[config.mk]
export PLATFORM = sky130hd
export DESIGN_NAME = block_lock_gen
export DESIGN_NICKNAME = d
export VERILOG_FILES = /design/src/rtl/block_lock_gen.sv
export SDC_FILE = /design/constraint.sdc
export NUM_CORES = 1
export LEC_CHECK = 0
export ABC_AREA = 1
export BUFFER_PORTS_ARGS = -buffer_cell sky130_fd_sc_hd__clkbuf_2
export CAP_MARGIN = 20
export CELL_PAD_IN_SITES_DETAIL_PLACEMENT = 0
export CELL_PAD_IN_SITES_GLOBAL_PLACEMENT = 1
export CORE_ASPECT_RATIO = 1.5
export CORE_UTILIZATION = 46
export DETAILED_ROUTE_END_ITERATION = 12
export GPL_ROUTABILITY_DRIVEN = 1
export PLACE_DENSITY = 0.95
export SYNTH_ARGS = -nofsm -noshare
export SYNTH_HDL_FRONTEND = slang
export SYNTH_SLANG_ARGS = --single-unit
[constraint.sdc]
create_clock -name clk -period 6.95 [get_ports clk]
set_input_delay 0.3475 -clock clk [delete_from_list [all_inputs] [get_ports clk]]
set_output_delay 0.3475 -clock clk [all_outputs]
set_load 0.03 [all_outputs]
[src/rtl/block_lock_gen.sv]
// Sync-header block aligner and lock FSM for a 64b/66b-style PCS receive path.
// Latency 2 clk data_in_valid -> data_out_valid; no backpressure, gaps in data_in_valid stall the hunt/lock counters.
module block_lock_gen #(
    parameter int BLOCK_W   = 66,
    parameter int LOCK_CNT  = 64,
    parameter int WINDOW    = 1024,
    parameter int INVLD_MAX = 16,
    parameter int SLIP_WAIT = 2
) (
    input  logic               clk,
    input  logic               reset,
    input  logic [BLOCK_W-1:0] data_in,
    input  logic               data_in_valid,
    output logic [BLOCK_W-1:0] data_out,
    output logic               data_out_valid,
    output logic               sh_valid,
    output logic               block_lock,
    output logic               lock_lost,
    output logic [7:0]         slip_cnt
);
    localparam int SH_MAX = (LOCK_CNT > WINDOW) ? LOCK_CNT : WINDOW;
    localparam int SH_W   = $clog2(SH_MAX + 1);
    localparam int INV_W  = $clog2(INVLD_MAX + 1);
    localparam int WAIT_W = (SLIP_WAIT > 0) ? $clog2(SLIP_WAIT + 1) : 1;
    localparam int POS_W  = $clog2(BLOCK_W);

    localparam logic [POS_W:0]    W_VAL    = BLOCK_W[POS_W:0];
    localparam logic [POS_W-1:0]  LAST_POS = POS_W'(BLOCK_W - 1);
    localparam logic [SH_W-1:0]   LOCK_V   = LOCK_CNT[SH_W-1:0];
    localparam logic [SH_W-1:0]   WIN_V    = WINDOW[SH_W-1:0];
    localparam logic [INV_W-1:0]  INV_V    = INVLD_MAX[INV_W-1:0];
    localparam logic [WAIT_W-1:0] WAIT_V   = SLIP_WAIT[WAIT_W-1:0];

    typedef enum logic [2:0] {
        ST_INIT,
        ST_RESET_CNT,
        ST_TEST_SH,
        ST_TEST_SH2,
        ST_SLIP_WAIT
    } state_t;

    state_t               state, state_nxt;
    logic [2*BLOCK_W-1:0] buffer;
    logic                 buf_vld;
    logic [POS_W-1:0]     position;
    logic [POS_W:0]       sel_base;
    logic [BLOCK_W-1:0]   candidate;
    logic                 hdr_ok;
    logic [SH_W-1:0]      sh_cnt, sh_nxt, sh_inc;
    logic [INV_W-1:0]     invld_cnt, invld_nxt, invld_new;
    logic [WAIT_W-1:0]    wait_cnt, wait_nxt, wait_inc;
    logic                 lock_nxt, lost_nxt, slip;

    // Older word sits in the low half; a larger position reaches further back in line time.
    assign sel_base  = W_VAL - {1'b0, position};
    assign candidate = buffer[sel_base +: BLOCK_W];
    assign hdr_ok    = candidate[0] ^ candidate[1];
    assign sh_inc    = sh_cnt + SH_W'(1);
    assign wait_inc  = wait_cnt + WAIT_W'(1);
    assign invld_new = hdr_ok ? invld_cnt : invld_cnt + INV_W'(1);

    always_ff @(posedge clk) begin
        if (reset) state <= ST_INIT;
        else       state <= state_nxt;
    end

    always_comb begin
        state_nxt = state;
        sh_nxt    = sh_cnt;
        invld_nxt = invld_cnt;
        wait_nxt  = wait_cnt;
        lock_nxt  = block_lock;
        lost_nxt  = 1'b0;
        slip      = 1'b0;
        case (state)
            ST_INIT: begin
                lock_nxt  = 1'b0;
                sh_nxt    = '0;
                invld_nxt = '0;
                wait_nxt  = '0;
                state_nxt = ST_RESET_CNT;
            end
            ST_RESET_CNT: begin
                sh_nxt    = '0;
                invld_nxt = '0;
                state_nxt = block_lock ? ST_TEST_SH2 : ST_TEST_SH;
            end
            ST_TEST_SH: begin
                if (buf_vld) begin
                    if (!hdr_ok) begin
                        slip      = 1'b1;
                        sh_nxt    = '0;
                        wait_nxt  = '0;
                        state_nxt = ST_SLIP_WAIT;
                    end else begin
                        sh_nxt = sh_inc;
                        if (sh_inc == LOCK_V) begin
                            lock_nxt  = 1'b1;
                            state_nxt = ST_RESET_CNT;
                        end
                    end
                end
            end
            ST_TEST_SH2: begin
                if (buf_vld) begin
                    sh_nxt    = sh_inc;
                    invld_nxt = invld_new;
                    // Loss outranks window completion on the same block.
                    if (invld_new == INV_V) begin
                        lock_nxt  = 1'b0;
                        lost_nxt  = 1'b1;
                        slip      = 1'b1;
                        wait_nxt  = '0;
                        state_nxt = ST_SLIP_WAIT;
                    end else if (sh_inc == WIN_V) begin
                        state_nxt = ST_RESET_CNT;
                    end
                end
            end
            ST_SLIP_WAIT: begin
                if (SLIP_WAIT == 0) begin
                    state_nxt = ST_RESET_CNT;
                end else if (buf_vld) begin
                    wait_nxt = wait_inc;
                    if (wait_inc == WAIT_V) state_nxt = ST_RESET_CNT;
                end
            end
            default: state_nxt = ST_INIT;
        endcase
    end

    always_ff @(posedge clk) begin
        if (reset) begin
            buffer         <= '0;
            buf_vld        <= 1'b0;
            position       <= '0;
            data_out       <= '0;
            data_out_valid <= 1'b0;
            sh_valid       <= 1'b0;
            block_lock     <= 1'b0;
            lock_lost      <= 1'b0;
            slip_cnt       <= 8'd0;
            sh_cnt         <= '0;
            invld_cnt      <= '0;
            wait_cnt       <= '0;
        end else begin
            if (data_in_valid) buffer <= {data_in, buffer[2*BLOCK_W-1:BLOCK_W]};
            buf_vld        <= data_in_valid;
            data_out_valid <= buf_vld;
            if (buf_vld) begin
                data_out <= candidate;
                sh_valid <= hdr_ok;
            end
            // The block that caused the slip has already been taken at the old offset.
            if (slip) begin
                position <= (position == LAST_POS) ? '0 : position + POS_W'(1);
                if (slip_cnt != 8'hFF) slip_cnt <= slip_cnt + 8'd1;
            end
            block_lock <= lock_nxt;
            lock_lost  <= lost_nxt;
            sh_cnt     <= sh_nxt;
            invld_cnt  <= invld_nxt;
            wait_cnt   <= wait_nxt;
        end
    end
endmodule

==> results of run 1 <==
-- tightest hold or removal path: cells and delay by family --
| family | cells | cell delay (ns) |
|---|---|---|
| AND/OR/NAND/NOR | 2 | 0.11 |
| buffers and inverters | 1 | 0.07 |
-- cell families (layout without fill, tap and decap cells) --
kind of cell	after synthesis	after routing	synth area share
compound gates	763	763	0.230
xor+xnor	16	16	0.00994
fa+ha+maj	6	6	0.00429
buf+inv	373	349	0.0917
flops	239	239	0.273
simple gates	1432	1432	0.362
mux	51	51	0.0292
-- stage by stage --
stage | std cells | util | power, mW | setup slack, ns
detailed placement | 3302 | 0.479 | 2.66 | 1.66
global placement | 3302 | 0.479 | 2.65 | 1.75
global route | 3345 | 0.501 | 4.16 | 1.08
finish | 3345 | 0.501 | 3.98 | 1.55
CTS | 3344 | 0.500 | 3.98 | 1.65
floorplan | 2880 | - | 2.28 | 3.97
-- layer usage --
metal | wire [µm] | share of wire
met1 | 30100 | 0.43
met2 | 33200 | 0.47
met3 | 3850 | 0.055
met4 | 3430 | 0.049
met5 | 0 | 0
-- cells in the final DEF (no fill, tap or decap), types with 4 or more instances in the layout --
cell type / count
nand3_1: 614
nor2_1: 95
clkbuf_1: 4
nor3_1: 5
a21oi_1: 295
or2_2: 14
o211ai_1: 23
a31oi_1: 15
ha_1: 5
nand2_4: 7
inv_2: 6
o22ai_1: 13
nand2_2: 4
xor2_1: 8
o2111ai_1: 6
nand4_1: 10
nand2_1: 672
clkinv_2: 8
o21ai_0: 386
clkinvlp_4: 4
buf_4: 25
o221ai_1: 14
clkbuf_2: 144
inv_1: 125
clkbuf_16: 24
mux2i_1: 50
xnor2_1: 4
dfxtp_1: 238
-- worst min-delay path by stage --
stage | startpoint | to | cells after the start | slack (ns)
6_report | data_in[42] | buffer[108] | 3 | 0.01
5_1_grt | data_in[62] | buffer[128] | 3 | 0.01
3_3_place_gp | wait_cnt[1] | wait_cnt[1] | 2 | 0.45
2_1_floorplan | wait_cnt[1] | wait_cnt[1] | 2 | 0.44
3_5_place_dp | data_out[18] | data_out[18] | 2 | 0.45
4_1_cts | data_in[42] | buffer[108] | 3 | 0.0008
-- synthesized netlist by cell type, drive strengths merged, types with 3 or more instances --
library cell / instances / area share
mux2i: 50 / 0.029
nand3: 617 / 0.18
ha: 6 / 0.0043
a211oi: 3 / 0.0013
o221ai: 14 / 0.0070
o21ai: 386 / 0.11
nor3: 5 / 0.0014
or2: 14 / 0.0050
dfxtp: 239 / 0.27
o2111ai: 6 / 0.0030
nand2: 683 / 0.15
clkbuf: 146 / 0.031
buf: 91 / 0.031
inv: 134 / 0.029
a21oi: 295 / 0.084
nand4: 11 / 0.0048
nor2: 98 / 0.022
xnor2: 5 / 0.0029
o22ai: 13 / 0.0046
o211ai: 23 / 0.0099
xor2: 11 / 0.0070
a31oi: 15 / 0.0054
-- registers in the layout, indices dropped and copies added, names as in the netlist --
name,flops
buffer,132
data_out,66
sh_cnt,11
slip_cnt,8
position,7
invld_cnt,5
state,3
wait_cnt,2
block_lock,1
buf_vld,1
data_out_valid,1
lock_lost,1
sh_valid,1
-- layout make-up --
| type | count | area [µm²] | area share |
|---|---|---|---|
| clock inverters | 12 | 130 | 0.00692 |
| flip-flops and latches | 239 | 4790 | 0.255 |
| inverters | 136 | 518 | 0.0275 |
| clock buffers | 30 | 643 | 0.0342 |
| multi-input cells | 2268 | 11200 | 0.594 |
| well taps | 489 | 612 | 0.0325 |
| repair buffers | 171 | 941 | 0.0500 |
-- power groups by stage --
stage / logic [mW] / registers (mW) / clock network [mW]
after floorplan: 0.710 / 1.57 / 0
after global placement: 1.09 / 1.56 / 0
after detailed placement: 1.10 / 1.56 / 0
after CTS: 1.10 / 1.53 / 1.35
after global routing: 1.23 / 1.54 / 1.38
final: 1.13 / 1.54 / 1.32
==> results.md, run 1 <==
* Fin. max-slew vios at 0
* Core box area at 37600 µm²
* Final worst path period share at 0.777
* Net Count, Synth at 2955
* Setup crit start: position[0]
* Register-to-register setup slack at 1.55 ns
* Synthesis-to-layout area growth at 7.49%
* Syn avg cell area at 6.08 µm²
* Largest net degree at the start of global routing at 141
* Met2 Usage GRT at 0.594
* Critical-path cell with the highest stage delay: clkinv_2
* Via count at 20.3k
* Dominant synthesized flop cell: dfxtp_1
* EDFF count, synth at 0
* First-pass GRT wire length at 106000 µm
* WL/cell at 21.1 µm
* Gr usage total at 0.355
* Syn Std Cell Area at ~17000 µm²
* Hold Crit Class: input pin to flop
* Switching share of total power at 0.372
* Vias/cell at 6.08
* Area post-placement at 18000 µm²
* Synth warn at 0
* Slew Limit Headroom at 0.226
* 1st-pass router iterations at 6
* Reg-to-Reg Start: position[0]
* CP max FO at 68
* Slew @ Worst Pin at about 1.2 ns
* Max-cap violations at 0
* IO buf count at 146
* Antenna violations before repair at 1
* Gpl congestion at 1.07
* Fin nets at 2914
* CTS Sinks at about 240
* Post-route DRC at 0
* Met1 capacity usage during global routing at 0.461
* First-iteration detailed-routing DRC count at 2133
* CTS tree: yes
* Hold Slack at around 0.011 ns
* Status: completed
* Post-route ant nets at 0
* RSZ-0062 raised after global routing: false
* CTS root buf: clkbuf_16
* # diodes at 0
* Most used cell, CP: nand2_1
* Final Hold Violating Endpoints at 0
* Slowest cell delay on critical path at 0.88 ns
* Die Y at 241 µm
* Synth Register Bits at 239
* R2r worst-path depth at 21
* Startpoint types: flop
* Setup crit end: slip_cnt[6]
* Die Footprint at 38800 µm²
* Final Critical Period at 5.40 ns
* # IOs at 147
* Critical path depth at 21
* Finish-stage setup viols at 0
* Layout fillers at 3995
* Sequential-to-total area share from yosys stat at 0.273
* Site row count at 87
* Number of global-route vias before repair at 18.1k
* Clk slew on worst S/H paths at 0.07 ns
* Unique masters post-synth at 48
* Combinational fraction of design power at 0.284
* Post-CTS Setup Inserts at 0
* CP Capture Type: flop
* Fin area at 18800 µm²
* H-tree levels at 1
* CP arrival at 5.79 ns
* Post-Route WL at 70700 µm
* Leakage at 7.61 nW
* Setup Skew at 0.0180 ns
* Clock power frac at 0.331
* Fmax at approximately 190 MHz
* Synth async-reset ratio at 0
* Post-CTS Hold Buffers at 0
* Layout cell share with drive strength beyond 1 at 0.0910
* CTS-repair resized insts at 0
* Setup TNS at 0 ns
* Int Pwr at roughly 2.5 mW
* Data required, critical path at about 7.3 ns
* Seq pwr share at 0.385
* Worst-skew pair later-pin latency at about 0.57 ns
* Total grt overflow at 0
* Die width at 161 µm
* Power per cell area at 212 nW/µm²
* Synth Instances at 2880
* CP Cell Sequence: ha_1 -> nand2_1 -> nand2_4 -> clkinv_2 -> buf_4 -> nand3_1 -> nand3_1 -> nand3_1 -> nand2_1 -> nand2_1 -> nand3_2 -> nand2_1 -> nand3_2 -> nand3_1 -> nand2_1 -> nor2_4 -> nand4_4 -> nand2_4 -> nand2_1 -> nand2_1 -> a21oi_1
* Layer with the highest usage: met2
* Initial Utilization at 0.466
* Buf+Inv Stages, Crit Path at 2
* Cell family with most CP delay: simple AND/OR/NAND/NOR gates
* Switching power total at approximately 1.5 mW
* CTS Buf Count at 23
* DP HPWL at 53600 µm
* R2R Path End: slip_cnt[6]
* Grt met3 use at 0.0333
* Clock Tree Buf Depth at 3
* Worst vdd ir at 0.000197 V
* WS Path Type: flop to flop
(Power assumes the default switching activity.)
==> run 2, diff against run 1 <==
--- a/config.mk
+++ b/config.mk
@@ -11,10 +11,10 @@
 export CELL_PAD_IN_SITES_DETAIL_PLACEMENT = 0
 export CELL_PAD_IN_SITES_GLOBAL_PLACEMENT = 1
 export CORE_ASPECT_RATIO = 1.5
-export CORE_UTILIZATION = 46
+export CORE_UTILIZATION = 43
 export DETAILED_ROUTE_END_ITERATION = 12
 export GPL_ROUTABILITY_DRIVEN = 1
-export PLACE_DENSITY = 0.95
+export PLACE_DENSITY = 0.92
 export SYNTH_ARGS = -nofsm -noshare
 export SYNTH_HDL_FRONTEND = slang
 export SYNTH_SLANG_ARGS = --single-unit
==> constraint.sdc (replaced) <==
create_clock -name clk -period 5.2 [get_ports clk]
set_input_delay 0.26 -clock clk [delete_from_list [all_inputs] [get_ports clk]]
set_output_delay 0.26 -clock clk [all_outputs]
set_load 0.03 [all_outputs]
==> run 2 against run 1 <==
Net effect:
- final area grew 2.8%
- global-route usage down 1.6 points
- sequential share of layout area shrank 0.70 points
- clock-buffer cell count is 1 higher
- routed wire length is 2.1% higher
- clock skew up 0.0072 ns
==> results.md, run 2 (synthesis gave the netlist of run 1 again) <==
* CP arrival at 4.73 ns (was 5.79 ns)
* WS Path Type: flop to flop (unchanged)
* Hold Crit Class: input pin to flop (unchanged)
* Final Hold Violating Endpoints at 0 (unchanged)
* First-pass GRT wire length at 110000 µm (was 106000 µm)
* Synthesis-to-layout area growth at 10.5% (was 7.49%)
* # IOs at 147 (unchanged)
* Die Y at 249 µm (was 241 µm)
* Initial Utilization at 0.435 (was 0.466)
* Non-filler cells, final at 3422 (was 3345)
* Leakage at 7.85 nW (was 7.61 nW)
* Layout fillers at 4306 (was 3995)
* Slew Limit Headroom at 0.268 (was 0.226)
* Final worst path period share at 0.832 (was 0.777)
* Area post-placement at 18300 µm² (was 18000 µm²)
* H-tree levels at 1 (unchanged)
* Vias/cell at 6.00 (was 6.08)
* Post-layout util at 0.481 (was 0.501)
* Fin. max-slew vios at 0 (unchanged)
* Post-placement cell count at 3342 (was 3302)
* Fin nets at 2975 (was 2914)
* Register-to-register setup slack at 0.87 ns (was 1.55 ns)
* Clock Tree Buf Depth at 3 (unchanged)
* Data required, critical path at 5.60 ns (was 7.34 ns)
* Core box area at 40200 µm² (was 37600 µm²)
* Fin area at 19300 µm² (was 18800 µm²)
* CTS root buf: clkbuf_16 (unchanged)
* Combinational fraction of design power at 0.299 (was 0.284)
* Register with the most flip-flops: buffer (unchanged)
* CTS tree: yes (unchanged)
* Status: completed (unchanged)
* Seq pwr share at 0.395 (was 0.385)
* Worst vdd ir at 0.000290 V (was 0.000197 V)
* Die Footprint at 41500 µm² (was 38800 µm²)
* # diodes at 0 (unchanged)
* Total Power at 5.18 mW (was 3.98 mW)
* WL/cell at 21.1 µm (about the same)
* Number of global-route vias before repair at 18.7k (was 18.1k)
* First-iteration detailed-routing DRC count at 2033 (was 2133)
* Finish-stage setup viols at 0 (unchanged)
* DP HPWL at 54700 µm (was 53600 µm)
* Max reg flops at 132 (unchanged)
* CTS-repair resized insts at 0 (unchanged)
* Commonest non-fill, non-tap cell in the layout: nand2_1 (unchanged)
* Antenna violations before repair at 0 (was 1)
* CTS Sinks at 239 (unchanged)
* Setup ws final at 0.874 ns (was 1.55 ns)
* Setup Skew at 0.0252 ns (was 0.0180 ns)
* Power per cell area at 268 nW/µm² (was 212 nW/µm²)
* Fmax at 231 MHz (was 185 MHz)
* Int Pwr at 3.25 mW (was 2.50 mW)
* Most frequent cells in the layout: nand2_1, nand3_1, o21ai_0, a21oi_1, dfxtp_1 (unchanged)
* CTS Buf Count at 23 (unchanged)
* Gr usage total at 0.339 (was 0.355)
* Worst-skew pair later-pin latency at 0.56 ns (was 0.57 ns)
* Via count at 20.5k (was 20.3k)
* 1st-pass router iterations at 6 (unchanged)
* Setup TNS at 0 ns (unchanged)
* Layout cell share with drive strength beyond 1 at 0.0960 (was 0.0910)
* CP Capture Type: flop (unchanged)
* Switching share of total power at 0.373 (was 0.372)
* Clock power frac at 0.307 (was 0.331)
* Post-route ant nets at 0 (unchanged)
* Total grt overflow at 0 (unchanged)
* Switching power total at 1.93 mW (was 1.48 mW)
* Dpl ws at 1.02 ns (was 1.66 ns)
* Die width at 167 µm (was 161 µm)
* CP max FO at 37 (was 68)
* Post-Route WL at 72100 µm (was 70700 µm)
* RSZ-0062 raised after global routing: false (unchanged)
* Post-CTS Setup Inserts at 0 (unchanged)
* Final Critical Period at 4.33 ns (was 5.40 ns)
* Largest net degree at the start of global routing at 139 (was 141)
* Startpoint types: flop (unchanged)
* Gpl congestion at 1.01 (was 1.07)
* Slew @ Worst Pin at 1.10 ns (was 1.16 ns)
* IO buf count at 146 (unchanged)
* Clk slew on worst S/H paths at 0.06 ns (was 0.07 ns)
* Max-cap violations at 0 (unchanged)
* Hold Slack at 0.0123 ns (was 0.0113 ns)
* Biggest regs: buffer x132, data_out x66, sh_cnt x11 (unchanged)
* Post-route DRC at 0 (unchanged)
* Site row count at 90 (was 87)
## run 2: power by group through the flow
stage,clock (mW),sequential (mW),combinational (mW)
2_1_floorplan,0,2.10,0.949
3_3_place_gp,0,2.08,1.48
3_5_place_dp,0,2.08,1.49
4_1_cts,1.62,2.04,1.52
5_1_grt,1.69,2.06,1.69
6_report,1.59,2.05,1.55
## run 2: per-layer routing
metal / share of wire / vias up / global-route usage
li1: - / 9974 / -
met1: 0.41 / 9642 / 0.432
met2: 0.47 / 771 / 0.570
met3: 0.063 / 149 / 0.0413
met4: 0.049 / 0 / 0.155
met5: 0 / - / 0
## run 2: worst max-delay path: stages, from the launching register on
cell	delay, ns
dfxtp_1	0.39
inv_1	0.09
ha_4	0.55
clkinv_2	0.34
buf_4	0.34
nand3_1	0.16
nand3_1	0.11
nand3_1	0.16
nand3_1	0.12
nand2_1	0.24
nand2_1	0.13
nand3_1	0.14
nand2_1	0.09
nand3_2	0.16
nand2_4	0.10
nand2_1	0.07
nand2_1	0.09
nor2_4	0.16
nand4_4	0.15
nand2_4	0.27
nand2_1	0.11
nand2_1	0.07
a21oi_1	0.05
## run 2: worst paths after layout
path,endpoint,cells after the start,start
hold reg to reg,data_out[41],2,data_out[41]
hold / removal,buffer[75],3,data_in[9]
setup reg to reg,slip_cnt[6],22,position[1]
setup / recovery,slip_cnt[6],22,position[1]
## run 2: layout make-up
type,count,area [µm²],area share
Clock buffer,31,636,0.0329
Clock inverter,10,62.6,0.00323
Timing Repair Buffer,232,1530,0.0789
Sequential cell,239,4790,0.248
Multi-Input combinational cell,2268,11200,0.578
Tap cell,506,633,0.0327
Inverter,136,518,0.0268
## run 2: repair_timing
item / 4_1_cts / 5_1_grt
setup endpoints to repair: 0 / 0
endpoints found under the hold margin: 39 / 0
hold buffers: 39 / 0
==> run 3, diff against run 2 <==
==> constraint.sdc (replaced) <==
create_clock -name clk -period 4.1 [get_ports clk]
set_input_delay 0.205 -clock clk [delete_from_list [all_inputs] [get_ports clk]]
set_output_delay 0.205 -clock clk [all_outputs]
set_load 0.03 [all_outputs]
==> run 3 against run 2 <==
Net effect:
- flip-flop and latch count stayed put
- sequential power is 26% higher
- sequential share of layout area is 0.75 points lower
- first-iteration DRC count is 13% higher
- clock power is 46% higher
- die area stayed put
- hold slack worse by 0.0083 ns
- via count is 1.3% higher
- routed wire length is 0.26% lower
- maximum frequency is 14% higher
- register-to-register slack worse by 0.56 ns
- critical path type unchanged
==> results.md, run 3 (synthesis gave the netlist of run 1 again) <==
* Clock power frac at 0.334 (was 0.307)
* Die Y at 249 µm (unchanged)
* Layout fillers at 4202 (was 4306)
* Switching share of total power at 0.367 (was 0.373)
* Most frequent cells in the layout: nand2_1, nand3_1, o21ai_0, a21oi_1, dfxtp_1 (unchanged)
* Seq pwr share at 0.373 (was 0.395)
* Core box area at 40200 µm² (unchanged)
* Max reg flops at 132 (unchanged)
* Post-route DRC at 0 (unchanged)
* Final worst path period share at 0.924 (was 0.832)
* CTS-repair resized insts at 0 (unchanged)
* Setup TNS at 0 ns (unchanged)
* Combinational fraction of design power at 0.293 (was 0.299)
* Post-Route WL at 71900 µm (was 72100 µm)
* CP max FO at 102 (was 37)
* # diodes at 0 (unchanged)
* IO buf count at 146 (unchanged)
* Gpl congestion at 1.05 (was 1.01)
* Total grt overflow at 0 (unchanged)
* CTS tree: yes (unchanged)
* Post-route ant nets at 0 (unchanged)
* Largest net degree at the start of global routing at 103 (was 139)
* Via count at 20.8k (was 20.5k)
* Slew @ Worst Pin at 1.06 ns (was 1.10 ns)
* Critical-path cell with the highest stage delay: a31oi_1 (was ha_4)
* Status: completed (unchanged)
* Int Pwr at 4.40 mW (was 3.25 mW)
* Post-placement cell count at 3359 (was 3342)
* Non-filler cells, final at 3464 (was 3422)
* Clock Tree Buf Depth at 3 (unchanged)
* # IOs at 147 (unchanged)
* CTS Sinks at 239 (unchanged)
* Max-cap violations at 0 (unchanged)
* Die width at 167 µm (unchanged)
* Fmax at 264 MHz (was 231 MHz)
* Worst vdd ir at 0.000334 V (was 0.000290 V)
* Post-layout util at 0.496 (was 0.481)
* Final Critical Period at 3.79 ns (was 4.33 ns)
* WS Path Type: flop to flop (unchanged)
* 1st-pass router iterations at 8 (was 6)
* Post-CTS Setup Inserts at 0 (unchanged)
* Vias/cell at 6.01 (was 6.00)
* Register with the most flip-flops: buffer (unchanged)
* Fin. max-slew vios at 0 (unchanged)
* H-tree levels at 1 (unchanged)
* Gr usage total at 0.341 (was 0.339)
* Clk slew on worst S/H paths at 0.06 ns (about the same)
* CTS root buf: clkbuf_16 (unchanged)
* Antenna violations before repair at 0 (unchanged)
* Slew Limit Headroom at 0.293 (was 0.268)
* Die Footprint at 41500 µm² (unchanged)
* RSZ-0062 raised after global routing: false (unchanged)
* Biggest regs: buffer x132, data_out x66, sh_cnt x11 (unchanged)
* Setup Skew at 0.0217 ns (was 0.0252 ns)
* First-pass GRT wire length at 111000 µm (was 110000 µm)
* Worst-skew pair later-pin latency at 0.57 ns (was 0.56 ns)
* Synthesis-to-layout area growth at 14.0% (was 10.5%)
* CTS Buf Count at 24 (was 23)
* Number of global-route vias before repair at 19.1k (was 18.7k)
* Fin area at 19900 µm² (was 19300 µm²)
* Site row count at 90 (unchanged)
* Data required, critical path at 4.50 ns (was 5.60 ns)
* WL/cell at 20.8 µm (was 21.1 µm)
* Fin nets at 3016 (was 2975)
* Slowest cell delay on critical path at 0.79 ns (was 0.55 ns)
* Power per cell area at 349 nW/µm² (was 268 nW/µm²)
* CP arrival at 4.19 ns (was 4.73 ns)
* Leakage at 8.15 nW (was 7.85 nW)
* Switching power total at 2.55 mW (was 1.93 mW)
* CP Cell Sequence: nor2_2 -> nand2_2 -> xor2_4 -> inv_2 -> buf_12 -> nor3_1 -> a31oi_1 -> o32ai_1 -> o21ai_0 -> a21oi_1 (was inv_1 -> ha_4 -> clkinv_2 -> buf_4 -> nand3_1 -> nand3_1 -> nand3_1 -> nand3_1 -> nand2_1 -> nand2_1 -> nand3_1 -> nand2_1 -> nand3_2 -> nand2_4 -> nand2_1 -> nand2_1 -> nor2_4 -> nand4_4 -> nand2_4 -> nand2_1 -> nand2_1 -> a21oi_1)
* First-iteration detailed-routing DRC count at 2291 (was 2033)
* Startpoint types: flop (unchanged)
* Area post-placement at 18500 µm² (was 18300 µm²)
* Finish-stage setup viols at 0 (unchanged)
* Final Hold Violating Endpoints at 0 (unchanged)
* DP HPWL at 54500 µm (was 54700 µm)
* CP Capture Type: flop (unchanged)
* Initial Utilization at 0.435 (unchanged)
* Commonest non-fill, non-tap cell in the layout: nand2_1 (unchanged)
* Layout cell share with drive strength beyond 1 at 0.103 (was 0.0960)
* Hold Crit Class: input pin to flop (unchanged)
run 3: cell types whose count changed in the layout (fill, tap and decap cells not counted), moves of 2 or more:
cell and delta:
dlygate4sd3_1 +23, buf_12 +9, buf_4 +8, clkbuf_1 -5
clkinvlp_4 -3, bufinv_16 +2, clkbuf_16 +2, inv_6 +2
run 3: final cells by class:
class	count	area, µm²	area share
clock inverters	14	154	0.00772
repair buffers	272	2000	0.100
inverters	136	518	0.0260
clock buffers	29	681	0.0341
well taps	506	633	0.0317
multi-input cells	2268	11200	0.560
flip-flops and latches	239	4790	0.240
run 3: what timing repair did:
item,4_1_cts,5_1_grt
endpoints found under the hold margin,62,0
setup endpoints to repair,0,0
hold buffers,62,0
run 3: power by group through the flow:
stage / Clock (mW) / Combinational, mW / Sequential, mW
floorplan: 0 / 1.20 / 2.66
global placement: 0 / 1.91 / 2.63
detailed placement: 0 / 1.93 / 2.64
CTS: 2.37 / 1.98 / 2.59
global route: 2.46 / 2.22 / 2.61
finish: 2.32 / 2.04 / 2.59
run 3: metrics by stage:
stage               total power [mW]  setup WS, ns  hold WS [ns]
floorplan                       3.86          1.12         0.340
global placement                4.54         0.457         0.430
detailed placement              4.57         0.402         0.441
CTS                             6.94         0.390       0.00129
global route                    7.29        0.0126        0.0315
finish                          6.95         0.310       0.00399
run 3: path summary, 6_finish.rpt:
path | start | endpoint | slack, ns | cells past startpoint
max | position[3] | data_out[17] | 0.31 | 10
min reg2reg | data_out[5] | data_out[5] | 0.46 | 2
min | data_in[59] | buffer[125] | 0.004 | 3
max reg2reg | position[3] | data_out[17] | 0.31 | 10
run 3: layer usage:
metal  GRT usage  up-vias  part of all wire
met1       0.442     9643              0.41
met3      0.0397      175             0.070
met2       0.558      939              0.46
met5           0        -                 0
li1            -    10100                 -
met4       0.170        0             0.054
run 3: critical path, delay by kind of cell (launching register included):
family | cells | cell delay [ns]
simple gates | 3 | 0.37
xor+xnor | 1 | 0.09
compound gates | 4 | 1.54
buf+inv | 2 | 0.82
flops | 1 | 0.71
